File: src/rtl/mips_pipe_pkg.sv
// Shared types for the MIPS pipeline stage registers.
// Latency: none (types and helpers only).
// Backpressure: n/a.
//
// ex_mem_payload_t documents the field order of an EX->MEM entry for the
// default widths; ex_mem_skid_reg packs its flat entry vector in this same
// order (wb_en at the MSB, dest at the LSB) so the two stay interchangeable.
package mips_pipe_pkg;

   localparam int EX_MEM_DATA_W = 32;
   localparam int EX_MEM_DEST_W = 5;

   typedef struct packed {
      logic                     wb_en;
      logic                     mem_r_en;
      logic [EX_MEM_DATA_W-1:0] alu_result;
      logic [EX_MEM_DATA_W-1:0] mem_read_value;
      logic [EX_MEM_DEST_W-1:0] dest;
   } ex_mem_payload_t;

   typedef enum logic [1:0] {
      S_EMPTY = 2'd0,
      S_ONE   = 2'd1,
      S_FULL  = 2'd2
   } skid_state_e;

   // Width of one packed entry: two control bits, two data words, one index.
   function automatic int payload_w(input int data_w, input int dest_w);
      return 2 + 2 * data_w + dest_w;
   endfunction

endpackage

File: src/rtl/pipe_entry_reg.sv
// Payload register with synchronous clear and load enable.
// Latency: 1 cycle from load to q.
// Backpressure: none; holds its value whenever load is low.
//
// Ports: clk, rst (sync, active-high, clears to 0), load, d[W], q[W].
module pipe_entry_reg #(
   parameter int W = 1
) (
   input  logic         clk,
   input  logic         rst,
   input  logic         load,
   input  logic [W-1:0] d,
   output logic [W-1:0] q
);

   always_ff @(posedge clk) begin
      if (rst) begin
         q <= '0;
      end else if (load) begin
         q <= d;
      end
   end

endmodule

File: src/rtl/ex_mem_skid_reg.sv
// EX->MEM pipeline register built as a two-entry skid buffer with flush.
// Latency: 1 cycle from accept to out_valid; 1 beat/cycle sustained.
// Backpressure: in_ready is a registered decode of the state (low only when
//    both entries are held); the skid entry absorbs the one beat that arrives
//    while a MEM stall is still propagating to in_ready.
//
// Ports:
//   clk, rst            rising-edge clock, synchronous active-high reset
//   flush               drop all held entries and any beat presented now
//   in_valid/in_ready   EX handshake; in_* payload fields
//   out_valid/out_ready MEM handshake; out_* payload of the head entry,
//                       control bits gated by out_valid
//   occupancy           number of held entries (0..2)
module ex_mem_skid_reg
   import mips_pipe_pkg::*;
#(
   parameter int DATA_W = 32,
   parameter int DEST_W = 5
) (
   input  logic              clk,
   input  logic              rst,
   input  logic              flush,

   input  logic              in_valid,
   output logic              in_ready,
   input  logic              in_wb_en,
   input  logic              in_mem_r_en,
   input  logic [DATA_W-1:0] in_alu_result,
   input  logic [DATA_W-1:0] in_mem_read_value,
   input  logic [DEST_W-1:0] in_dest,

   output logic              out_valid,
   input  logic              out_ready,
   output logic              out_wb_en,
   output logic              out_mem_r_en,
   output logic [DATA_W-1:0] out_alu_result,
   output logic [DATA_W-1:0] out_mem_read_value,
   output logic [DEST_W-1:0] out_dest,

   output logic [1:0]        occupancy
);

   localparam int PW = payload_w(DATA_W, DEST_W);

   // Field positions inside a packed entry (same order as ex_mem_payload_t).
   localparam int WB_BIT  = PW - 1;
   localparam int MR_BIT  = PW - 2;
   localparam int ALU_LSB = DEST_W + DATA_W;
   localparam int MRV_LSB = DEST_W;

   skid_state_e    state_q;
   skid_state_e    state_d;

   logic [PW-1:0]  in_payload;
   logic [PW-1:0]  main_d;
   logic [PW-1:0]  main_q;
   logic [PW-1:0]  skid_q;

   logic           accept;
   logic           consume;
   logic           main_ld;
   logic           skid_ld;
   logic           main_sel_skid;

   assign in_payload = {in_wb_en, in_mem_r_en, in_alu_result, in_mem_read_value, in_dest};

   // Handshake decode comes only from the state register, so there is no
   // combinational path from out_ready back to in_ready.
   assign in_ready  = (state_q != S_FULL);
   assign out_valid = (state_q != S_EMPTY);

   assign accept  = in_valid  & in_ready;
   assign consume = out_valid & out_ready;

   always_ff @(posedge clk) begin
      if (rst) begin
         state_q <= S_EMPTY;
      end else begin
         state_q <= state_d;
      end
   end

   always_comb begin
      state_d       = state_q;
      main_ld       = 1'b0;
      skid_ld       = 1'b0;
      main_sel_skid = 1'b0;

      case (state_q)
         S_EMPTY: begin
            if (accept) begin
               main_ld = 1'b1;
               state_d = S_ONE;
            end
         end
         S_ONE: begin
            if (accept && consume) begin
               main_ld = 1'b1;
            end else if (accept) begin
               skid_ld = 1'b1;
               state_d = S_FULL;
            end else if (consume) begin
               state_d = S_EMPTY;
            end
         end
         S_FULL: begin
            // in_ready is low here, so only the drain move is possible.
            if (consume) begin
               main_ld       = 1'b1;
               main_sel_skid = 1'b1;
               state_d       = S_ONE;
            end
         end
         default: begin
            state_d = S_EMPTY;
         end
      endcase

      // Flush wins: no loads, and both entries are abandoned. Payloads keep
      // stale data but the valid gating hides the control bits.
      if (flush) begin
         state_d = S_EMPTY;
         main_ld = 1'b0;
         skid_ld = 1'b0;
      end
   end

   assign main_d = main_sel_skid ? skid_q : in_payload;

   pipe_entry_reg #(.W(PW)) u_main (
      .clk  (clk),
      .rst  (rst),
      .load (main_ld),
      .d    (main_d),
      .q    (main_q)
   );

   pipe_entry_reg #(.W(PW)) u_skid (
      .clk  (clk),
      .rst  (rst),
      .load (skid_ld),
      .d    (in_payload),
      .q    (skid_q)
   );

   // A bubble must never write the register file or read memory.
   assign out_wb_en          = main_q[WB_BIT] & out_valid;
   assign out_mem_r_en       = main_q[MR_BIT] & out_valid;
   assign out_alu_result     = main_q[ALU_LSB +: DATA_W];
   assign out_mem_read_value = main_q[MRV_LSB +: DATA_W];
   assign out_dest           = main_q[DEST_W-1:0];

   always_comb begin
      occupancy = 2'd0;
      case (state_q)
         S_ONE:   occupancy = 2'd1;
         S_FULL:  occupancy = 2'd2;
         default: occupancy = 2'd0;
      endcase
   end

endmodule

File: config.mk
export PLATFORM = sky130hd
export DESIGN_NAME = ex_mem_skid_reg
export DESIGN_NICKNAME = d
export VERILOG_FILES = /design/src/rtl/mips_pipe_pkg.sv /design/src/rtl/pipe_entry_reg.sv /design/src/rtl/ex_mem_skid_reg.sv
export SDC_FILE = /design/constraint.sdc
export NUM_CORES = 1
export LEC_CHECK = 0
export BUFFER_PORTS_ARGS = -buffer_cell sky130_fd_sc_hd__buf_4
export CORE_MARGIN = 8
export CORE_UTILIZATION = 25
export CTS_CLUSTER_SIZE = 14
export DETAILED_ROUTE_END_ITERATION = 10
export PLACE_DENSITY = 0.47
export SKIP_LAST_GASP = 1
export SLEW_MARGIN = 20
export SYNTH_ARGS = -nofsm -noshare
export SYNTH_HDL_FRONTEND = slang
export SYNTH_SLANG_ARGS = --single-unit
File: constraint.sdc
create_clock -name clk -period 3 [get_ports clk]
set_clock_uncertainty 0.2 [all_clocks]
set_input_delay 0.6 -clock clk [delete_from_list [all_inputs] [get_ports clk]]
set_output_delay 0.6 -clock clk [all_outputs]
set_load 0.01 [all_outputs]
==> results by group <==
Yosys
  – Asr flop ratio synth: 0%
  – Yosys top cell area share: 40.7%
  – Top FF cell, synth: dfxtp_1
  – YS warnings: 0
  – Dominant cells by area after synthesis: dfxtp_1 (41%), a311oi_1 (18%), mux2i_1 (10%)
  – Top-count cell post-synth: dfxtp_1
  – Seq cells post-synth: roughly 140
  – Unique masters post-synth: 27
  – Leading area contributor after synthesis: dfxtp_1
  – Net Count, Synth: 841
  – Sequential fraction of the synthesis area: ~40%
  – Syn avg cell area: around 9.2 um^2
  – Mapped Area: ~0.0071 mm^2
  – EDFF count, synth: 0
  – Top post-synthesis cells by count: dfxtp_1 (144), a311oi_1 (142), clkbuf_1 (73)
  – Mapped Cells: 765

Hold path
  – Worst hold start: flush
  – Hold path endpoint: state_q[0]
  – HP Class: in -> reg
  – Hold path depth: 2

Clocking
  – Clock transition at the registers of the reported paths: approximately 0.060 ns
  – Clock buffer depth: 2
  – H-tree depth: 4
  – Cts repair resizes: 0
  – Hold-fix buffers, CTS: 0
  – CTS Sinks: 144
  – Clk_lat worst skew: 0.41 ns
  – CTS buffer count: 17
  – Postcts setup bufs: 0
  – Clock Tree Root: clkbuf_16
  – TritonCTS clock tree: built

Setup path
  – Capturing point of the worst reg2reg path: u_main.q[40]
  – WS Path Type: reg -> out
  – Worst Setup Start Kind: register
  – Worst R2R Path Depth: 3
  – R2r setup slk: 0.77 ns
  – Arr. time, crit path: 1.55 ns
  – Critical path endpoint category: output pin
  – Worst EP required: roughly 2.2 ns
  – Critical path fanouts, max: 10
  – Worst r2r src: state_q[1]

Timing
  – Final-report hold violation count: 0
  – Worst slew pin tran: 0.914 ns
  – Fmax: 426 MHz
  – RSZ-0062 raised after global routing: no
  – Slew margin rel.: 39.1%
  – Slew Viols, Final: 0
  – Period utilization: 78.3%
  – Fin crit period: 2.35 ns
  – Setup Viol. Count Final: 0
  – Final TNS setup: 0 ns
  – Final worst slack: 0.652 ns

Route
  – Initial DRC Count: 368
  – Vias/cell: 5.16
  – Post-route DRC: 0
  – Antenna-violating nets left: 0
  – Routed WL: around 24000 um
  – Wire per inst: 20.1 um
  – DR vias: 6031
  – TritonRoute pass-1 iters: 4

Final layout
  – Filler instances: 2936
  – N_diodes: 0
  – Finished Layout Cells: 1168
  – Share of the core filled with cells: a little under a third
  – Layout cells sized above 1: 26.2%
  – Syn-to-layout area delta: 20.8%
  – Nets: 853

GRT
  – Initial antenna violation count: 0
  – GRT Total Usage: between 10% and 20%
  – First-pass GRT wire length: 36700 um
  – Largest net degree at the start of global routing: 74
  – Grt total ovfl: 0
  – Vias in the first global route: 6076

Floorplanning
  – Die height: 184 um
  – Std cell rows: 61
  – Initial Util: 25.4%
  – Ports: 151
  – Placeable Area: about 0.028 mm^2
  – Die area: 0.0339 mm^2
  – Chip Width: approximately 180 um

Job
  – Max-Cap Viols: 0

Power and ir drop
  – PwrDens: 563 mW/mm^2
  – Max VDD drop: 0.251 mV
  – Lkg Pwr: about 0.0035 uW

Placement
  – Port Buffer Count: 150
  – Worst Setup Slack post-DPL: ~0.73 ns
  – Gp weighted congestion: 0.682
  – Final HPWL DP: 13300 um
  – Placed Cells: 1136

Outcome
  – Status: complete, no violations
[worst max-delay path by stage]
stage,start,end,cells after the start
floorplan,out_ready,u_main.q[0],7
CTS,state_q[1],in_ready,3
detailed placement,flush,u_skid.q[41],5
global placement,flush,u_skid.q[65],5
finish,state_q[1],in_ready,3
global route,state_q[1],in_ready,3
[logic make-up after synthesis]
| logic type | synth area share [%] |
|---|---|
| multiplexers | 10.0 |
| flip-flops | 40.7 |
| AO/OA/AOI/OAI | 28.2 |
| AND/OR/NAND/NOR | 6.56 |
| buffers and inverters | 14.5 |
[area by class of cell]
| cell class | count | area [um^2] | area share, % |
|---|---|---|---|
| clock inverters | 13 | 136 | 1.60 |
| inverters | 2 | 10.0 | 0.117 |
| repair buffers | 165 | 1390 | 16.2 |
| well taps | 378 | 473 | 5.53 |
| multi-input cells | 447 | 3210 | 37.5 |
| flip-flops and latches | 144 | 2880 | 33.7 |
| clock buffers | 19 | 453 | 5.30 |
[cells in the final DEF (no fill, tap or decap), drive strengths merged]
cell type and instances:
a2111oi 1, a211oi 1, a21o 1, a21oi 71, a22o 1, a311oi 142, and2 3, and3b 1
and4bb 1, buf 165, bufinv 2, clkbuf 19, clkinv 5, clkinvlp 4, dfxtp 144, inv 4
mux2i 71, nand2 1, nand2b 1, nand3 71, nand3b 2, nor2 1, nor2b 3, o21ai 71
o21bai 1, or2 2, or3b 1
[flip-flops by register name (all words and copies together) (netlist names)]
signal,cells
state_q,2
u_main.q,71
u_skid.q,71
[where the power goes]
part	total, uW	internal [uW]	switching, uW
sequential	2040	1990	48.0
clock	2160	1270	885
combinational	621	275	346
[metal layers]
| metal | up-vias | share of wire [%] | global-route usage (%) |
|---|---|---|---|
| met3 | 10 | 4.5 | 3.35 |
| met5 | - | 0 | 0 |
| met1 | 2963 | 48 | 18.5 |
| met4 | 0 | 1.0 | 3.29 |
| li1 | 2904 | - | - |
| met2 | 154 | 46 | 21.8 |
[critical path, cell delays in order (launching register included)]
cell	delay [ns]
dfxtp_1	0.51
nor2b_1	0.32
inv_1	0.14
buf_4	0.17
[stage by stage]
stage | power, uW | hold WS, ns | cell area [um^2]
finish | 4810 | 0.241 | 8550
global placement | 2710 | 0.259 | 7960
CTS | 4880 | 0.217 | 8550
floorplan | 2480 | 0.253 | 7080
global route | 5020 | 0.226 | 8550
detailed placement | 2710 | 0.265 | 7960
(Power assumes the default switching activity.)
